`src/rtl/fpu_pkg.sv`:
```
// Shared FP16 constants and FSM state encoding for the FPU datapath blocks.
// FPU_DIV_ROUND_EN selects 13 quotient bits (guard bit) instead of 12.
package fpu_pkg;

   localparam int EXP_W  = 5;
   localparam int MANT_W = 10;
   localparam int BIAS   = 15;

   localparam logic [15:0] QNAN    = 16'h7E00;
   localparam logic [15:0] POS_INF = 16'h7C00;
   localparam logic [15:0] NEG_INF = 16'hFC00;

`ifdef FPU_DIV_ROUND_EN
   localparam int QBITS = 13;
`else
   localparam int QBITS = 12;
`endif

   localparam logic [2:0] ST_IDLE      = 3'd0;
   localparam logic [2:0] ST_DECODE    = 3'd1;
   localparam logic [2:0] ST_DIVIDE    = 3'd2;
   localparam logic [2:0] ST_NORMALIZE = 3'd3;
   localparam logic [2:0] ST_PACK      = 3'd4;

   typedef enum logic [2:0] {
      IDLE      = ST_IDLE,
      DECODE    = ST_DECODE,
      DIVIDE    = ST_DIVIDE,
      NORMALIZE = ST_NORMALIZE,
      PACK      = ST_PACK
   } fpu_state_t;

endpackage

```
`src/rtl/fpu_fp16_classify.sv`:
```
// Combinational FP16 field decode and classification; denormals flush to zero.
module fpu_fp16_classify
   import fpu_pkg::*;
(
   input  logic [15:0]       word,
   output logic              sign,
   output logic [EXP_W-1:0]  exp_field,
   output logic [MANT_W:0]   frac,
   output logic              is_nan,
   output logic              is_inf,
   output logic              is_zero
);

   logic exp_ones;
   logic exp_zeros;
   logic mant_nz;

   assign exp_ones  = &word[14:10];
   assign exp_zeros = ~|word[14:10];
   assign mant_nz   = |word[9:0];

   assign sign      = word[15];
   assign exp_field = word[14:10];
   assign frac      = exp_zeros ? '0 : {1'b1, word[9:0]};
   assign is_nan    = exp_ones & mant_nz;
   assign is_inf    = exp_ones & ~mant_nz;
   assign is_zero   = exp_zeros;

endmodule

```
`src/rtl/fpu_div_iterative.sv`:
```
// FP16 divider: restoring radix-2 mantissa division, one quotient bit per cycle.
// Define FPU_DIV_ROUND_EN for round-to-nearest-even (one extra iteration).
module fpu_div_iterative
   import fpu_pkg::*;
(
   input  logic        clk,
   input  logic        rst_n,
   input  logic        valid_in,
   input  logic [15:0] a,
   input  logic [15:0] b,
   output logic        busy,
   output logic        valid_out,
   output logic [15:0] result
);

   fpu_state_t state, state_next;

   logic [15:0]       a_reg, b_reg;
   logic [MANT_W+1:0] rem_reg;
   logic [MANT_W:0]   divisor_reg;
   logic [QBITS-1:0]  q_reg;
   logic [3:0]        cnt_reg;
   logic signed [6:0] exp_raw_reg, exp_reg;
   logic [MANT_W-1:0] mant_reg;
   logic              sign_reg, nan_case_reg, inf_case_reg, zero_case_reg;

   logic              sa, sb, nan_a, nan_b, inf_a, inf_b, zero_a, zero_b;
   logic [EXP_W-1:0]  ea, eb;
   logic [MANT_W:0]   fa, fb;

   fpu_fp16_classify u_cls_a (.word(a_reg), .sign(sa), .exp_field(ea), .frac(fa),
                              .is_nan(nan_a), .is_inf(inf_a), .is_zero(zero_a));
   fpu_fp16_classify u_cls_b (.word(b_reg), .sign(sb), .exp_field(eb), .frac(fb),
                              .is_nan(nan_b), .is_inf(inf_b), .is_zero(zero_b));

   logic signed [6:0] exp_raw_calc;
   assign exp_raw_calc = 7'({2'b00, ea}) - 7'({2'b00, eb}) + 7'(BIAS);

   // Trial subtraction carries one extra bit so its MSB is the borrow.
   logic [MANT_W+2:0] trial;
   logic              trial_ok;
   logic [MANT_W+1:0] rem_kept;
   assign trial    = {1'b0, rem_reg} - {2'b00, divisor_reg};
   assign trial_ok = ~trial[MANT_W+2];
   assign rem_kept = trial_ok ? trial[MANT_W+1:0] : rem_reg;

   logic [MANT_W-1:0] norm_mant;
   logic signed [6:0] norm_exp;

`ifdef FPU_DIV_ROUND_EN
   logic              q_hi, guard, sticky, round_up;
   logic [MANT_W-1:0] mant_t;
   logic [MANT_W:0]   mant_sum;
   logic signed [6:0] exp_t;
   assign q_hi      = q_reg[12];
   assign mant_t    = q_hi ? q_reg[11:2] : q_reg[10:1];
   assign guard     = q_hi ? q_reg[1] : q_reg[0];
   assign sticky    = (q_hi & q_reg[0]) | (|rem_reg);
   assign round_up  = guard & (sticky | mant_t[0]);
   assign mant_sum  = {1'b0, mant_t} + 11'(round_up);
   assign exp_t     = q_hi ? exp_raw_reg : exp_raw_reg - 7'sd1;
   assign norm_exp  = exp_t + 7'(mant_sum[MANT_W]);
   assign norm_mant = mant_sum[MANT_W-1:0];
`else
   assign norm_mant = q_reg[11] ? q_reg[10:1] : q_reg[9:0];
   assign norm_exp  = q_reg[11] ? exp_raw_reg : exp_raw_reg - 7'sd1;
`endif

   logic [15:0] pack_word;
   always_comb begin
      pack_word = {sign_reg, exp_reg[4:0], mant_reg};
      if (nan_case_reg)           pack_word = QNAN;
      else if (inf_case_reg)      pack_word = {sign_reg, 5'h1F, 10'h000};
      else if (zero_case_reg)     pack_word = {sign_reg, 15'h0000};
      else if (exp_reg >= 7'sd31) pack_word = {sign_reg, 5'h1F, 10'h000};
      else if (exp_reg <= 7'sd0)  pack_word = {sign_reg, 15'h0000};
   end

   always_ff @(posedge clk or negedge rst_n) begin
      if (!rst_n) state <= IDLE;
      else        state <= state_next;
   end

   always_comb begin
      state_next = state;
      case (state)
         IDLE:      if (valid_in) state_next = DECODE;
         DECODE:    state_next = DIVIDE;
         DIVIDE:    if (cnt_reg == 4'(QBITS - 1)) state_next = NORMALIZE;
         NORMALIZE: state_next = PACK;
         PACK:      state_next = IDLE;
         default:   state_next = IDLE;
      endcase
   end

   assign busy = (state != IDLE);

   always_ff @(posedge clk) begin
      case (state)
         IDLE: begin
            if (valid_in) begin
               a_reg <= a;
               b_reg <= b;
            end
         end
         DECODE: begin
            rem_reg       <= {1'b0, fa};
            divisor_reg   <= fb;
            q_reg         <= '0;
            cnt_reg       <= '0;
            sign_reg      <= sa ^ sb;
            exp_raw_reg   <= exp_raw_calc;
            nan_case_reg  <= nan_a | nan_b | (zero_a & zero_b) | (inf_a & inf_b);
            inf_case_reg  <= inf_a | zero_b;
            zero_case_reg <= zero_a | inf_b;
         end
         DIVIDE: begin
            rem_reg <= {rem_kept[MANT_W:0], 1'b0};
            q_reg   <= {q_reg[QBITS-2:0], trial_ok};
            cnt_reg <= cnt_reg + 4'd1;
         end
         NORMALIZE: begin
            mant_reg <= norm_mant;
            exp_reg  <= norm_exp;
         end
         default: ;
      endcase
   end

   always_ff @(posedge clk or negedge rst_n) begin
      if (!rst_n) begin
         valid_out <= 1'b0;
         result    <= 16'h0000;
      end else begin
         valid_out <= 1'b0;
         if (state == PACK) begin
            valid_out <= 1'b1;
            result    <= pack_word;
         end
      end
   end

endmodule

```
`config.mk`:
```
export PLATFORM = sky130hd
export DESIGN_NAME = fpu_div_iterative
export DESIGN_NICKNAME = d
export VERILOG_FILES = /design/src/rtl/fpu_pkg.sv /design/src/rtl/fpu_fp16_classify.sv /design/src/rtl/fpu_div_iterative.sv
export SDC_FILE = /design/constraint.sdc
export NUM_CORES = 1
export LEC_CHECK = 0
export BUFFER_PORTS_ARGS = -buffer_cell sky130_fd_sc_hd__buf_2
export CAP_MARGIN = 10
export CORE_ASPECT_RATIO = 1.75
export CORE_MARGIN = 3
export CORE_UTILIZATION = 43
export CTS_CLUSTER_DIAMETER = 120
export CTS_CLUSTER_SIZE = 40
export DETAILED_ROUTE_END_ITERATION = 8
export GPL_ROUTABILITY_DRIVEN = 0
export PLACE_DENSITY = 0.63
export SLEW_MARGIN = 20
export SYNTH_ARGS = -nofsm -noshare
export SYNTH_HDL_FRONTEND = slang
export SYNTH_SLANG_ARGS = --single-unit
```
`constraint.sdc`:
```
create_clock -name clk -period 5.8 [get_ports clk]
set_clock_uncertainty 0.15 [all_clocks]
set_input_delay 1.16 -clock clk [delete_from_list [all_inputs] [get_ports clk]]
set_output_delay 1.16 -clock clk [all_outputs]
set_load 0.01 [all_outputs]
```
==> reports/qor.csv <==
stage,metric,value,unit
yosys,top-count cell post-synth,edfxtp_1,
timing,Final Max Tran Viols,0,
yosys,Post-synth EDFFs,99,
floorplanning,Std-Cell Rows,53,
yosys,Post-Synth XOR/XNOR Area,0.0341,
cts,worst-skew pair later-pin latency,0.41,ns
detailed_routing,DRC Markers,0,
timing,crit path time final,2.72,ns
cts,Clock transition at path regs,0.05,ns
detailed_routing,vias per inst,5.03,
floorplanning,die height,154,µm
timing,Hold Fails Final Rpt,0,
timing,setup TNS,0,ns
yosys,fraction of registers with async set/reset,0.168,
timing,maximum clock frequency,0.367,GHz
status,result of the run,"complete, no violations",
yosys,YS warnings,0,
detailed_routing,Detailed Routing Iterations Pass 1,4,
cts,CTS root buf,clkbuf_16,
floorplanning,Initial Util,0.445,
timing,RSZ-0062 raised after global routing,no,
detailed_routing,DRT antenna net count,0,
yosys,Post-synth top flop,edfxtp_1,
yosys,#FFs+latches synth,119,
yosys,Yosys cell types,44,
setup_path,CP Class,reg2out,
yosys,Mean Syn Cell Area,13.0,µm²
floorplanning,area of the core,12100,µm²
place,IO Port Bufs,52,
detailed_routing,drt wl/cell,14.1,µm
setup_path,startpoint types,flop,
yosys,largest family of logic cells by synthesized area,simple AND/OR/NAND/NOR gates,
setup_path,Reg2Reg Depth,9,
yosys,Commonest cells post-synth,"edfxtp_1, inv_1, nand2_1, nor2_1, o21ai_0",
global_route,largest net degree at the start of global routing,33,
cts,H-tree levels,4,
hold_path,Hold WC Path Type,reg2reg,
yosys,Synth Area in Compound Gates,0.0843,
timing,Final period util,0.469,
yosys,Mapped Area,5400,µm²
global_route,Congestion Overflow GR,0,
detailed_routing,Iter 0 DRT Violations,165,
power_and_ir_drop,Leak,2.63,nW
final_layout,fill count,1041,
floorplanning,Chip Width,90.7,µm
global_route,first-pass GRT wire length,15400,µm
setup_path,worst-path maximum fanout,6,
cts,CTS max path bufs,2,
yosys,"Seq/Total Area, Yosys",0.643,
cts,CTS tree,done,
yosys,Adder-Cell Fraction of Synth Area,0.0514,
final_layout,Ant. Diodes,0,
setup_path,RR Endpoint,rem_reg[5]$_DFFE_PP_,
final_layout,Register Area,3470,µm²
cts,clock tree sinks,119,
power_and_ir_drop,worst vdd ir,0.289,mV
yosys,Synth top area share,0.550,
setup_path,Worst Setup SP,state[2]$_DFFE_PN0P_,
setup_path,Critical Path AT,1.41,ns
global_route,initial antenna violation count,0,
final_layout,Layout area overhead,20.0,%
detailed_routing,via count,3329,
yosys,simple-gate portion of the synthesized area,0.122,
cts,TritonCTS Buffers,17,
cts,Post-CTS Setup Bufs,0,
yosys,Mapped Cells,414,
floorplanning,DIE AREA,14000,µm²
yosys,mux cell area share after synthesis,0.0394,
yosys,largest cells by area after synthesis,"edfxtp_1, dfrtp_1, ha_1",
final_layout,footprint of the multi-input gates,1800,µm²
timing,max_slew headroom,0.434,
global_route,GRT Total Usage,0.143,
power_and_ir_drop,Pwr per Cell Area,573,nW/µm²
timing,Setup Viol. Count Final,0,
cts,cts hold-fix bufs,0,
final_layout,share of post-route cells with drive strength above 1,0.205,
timing,Slew @ Worst Pin,0.846,ns
setup_path,Worst EP required,4.49,ns
setup_path,crit path to,busy,
setup_path,worst reg2reg startpoint,divisor_reg[0]$_SDFFCE_PN0P_,
setup_path,R2R Setup Slk,3.13,ns
yosys,net count after synthesis,470,
cts,PostCTS Resize Cnt,0,
final_layout,Nets,540,
floorplanning,IO Count,53,
detailed_routing,total wire length,9320,µm
place,DP Wirelength,6710,µm
yosys,dominant cell type by area after synthesis,edfxtp_1,
global_route,vias in the first global route,3399,
run,Max Cap Viol,0,
power_and_ir_drop,Total Power,0.00371,W
setup_path,CP endpoint kind,output pin,
==> metal layers <==
| metal | track usage | vias to the layer above | wire length (µm) |
|---|---|---|---|
| met3 | 0.0433 | 12 | 331 |
| met5 | 0 | - | 0 |
| met4 | 0.0730 | 0 | 193 |
| met2 | 0.263 | 73 | 5200 |
| li1 | - | 1660 | - |
| met1 | 0.142 | 1584 | 3590 |
==> kinds of logic after synthesis <==
group | Yosys count
buffers and inverters | 35
DFF | 119
xor gates and xnor gates | 21
muxes | 20
and+or+nand+nor | 126
adders and majority gates | 21
AOI/OAI and AO/OA | 72
==> critical path, stage by stage (launching register included) <==
cell     delay (ns)
dfrtp_1        0.42
or3_1          0.42
buf_2          0.16
==> cell usage in the layout (no fill, tap or decap), types with 2 or more instances in the layout <==
cell | Yosys | layout
a21o_1 | 5 | 5
a21oi_1 | 16 | 16
a22o_1 | 9 | 9
and2_1 | 15 | 15
buf_2 | 0 | 52
buf_4 | 0 | 6
clkbuf_1 | 5 | 3
clkbuf_16 | 0 | 20
clkbuf_8 | 0 | 4
clkinv_2 | 0 | 3
dfrtp_1 | 20 | 20
edfxtp_1 | 99 | 99
fa_1 | 2 | 2
ha_1 | 19 | 19
inv_1 | 28 | 28
mux2_2 | 10 | 10
mux2i_1 | 10 | 10
nand2_1 | 27 | 27
nand2b_1 | 10 | 10
nand3_1 | 7 | 7
nor2_1 | 27 | 26
nor2b_1 | 11 | 11
nor3_1 | 8 | 8
nor4_1 | 6 | 6
o21a_1 | 3 | 3
o21ai_0 | 25 | 24
o22ai_1 | 3 | 3
o2bb2ai_1 | 2 | 2
o31ai_1 | 2 | 2
or3_1 | 3 | 3
or4_1 | 5 | 5
xnor2_1 | 13 | 13
xor2_1 | 8 | 8
==> worst min-delay path by stage <==
stage                               start                     to  slack [ns]  cells past startpoint
floorplan           mant_reg[0]$_DFFE_PP_  result[0]$_DFFE_PN0P_        0.29                      1
global route        mant_reg[6]$_DFFE_PP_  result[6]$_DFFE_PN0P_        0.33                      1
finish              mant_reg[2]$_DFFE_PP_  result[2]$_DFFE_PN0P_        0.31                      1
CTS                 mant_reg[2]$_DFFE_PP_  result[2]$_DFFE_PN0P_        0.31                      1
global placement    mant_reg[7]$_DFFE_PP_  result[7]$_DFFE_PN0P_        0.30                      1
detailed placement  mant_reg[2]$_DFFE_PP_  result[2]$_DFFE_PN0P_        0.30                      1
==> area by class of cell <==
cell class	instances	share of cell area
multi-input cells	260	0.277
repair buffers	58	0.0471
clock buffers	27	0.0875
flip-flops and latches	119	0.536
clock inverters	5	0.00444
well taps	165	0.0319
inverters	28	0.0162
==> through the flow <==
stage / setup slack, ns / hold slack [ns] / utilization / cell area [µm²] / std cells
after detailed placement: 3.12 / 0.301 / 0.485 / 5890 / 630
after floorplan: 2.58 / 0.293 / - / 5400 / 414
after global placement: 3.18 / 0.295 / 0.485 / 5890 / 630
after global routing: 2.90 / 0.331 / 0.534 / 6480 / 662
final: 3.08 / 0.306 / 0.534 / 6480 / 662
after CTS: 3.06 / 0.309 / 0.534 / 6480 / 662
==> power breakdown <==
part	leakage (nW)	internal (W)	switching, W
Clock	0.295	0.000666	0.000351
Combinational	1.16	0.000518	0.000667
Sequential	1.18	0.00134	0.000168
No activity file was read; power rests on OpenSTA's default activity.
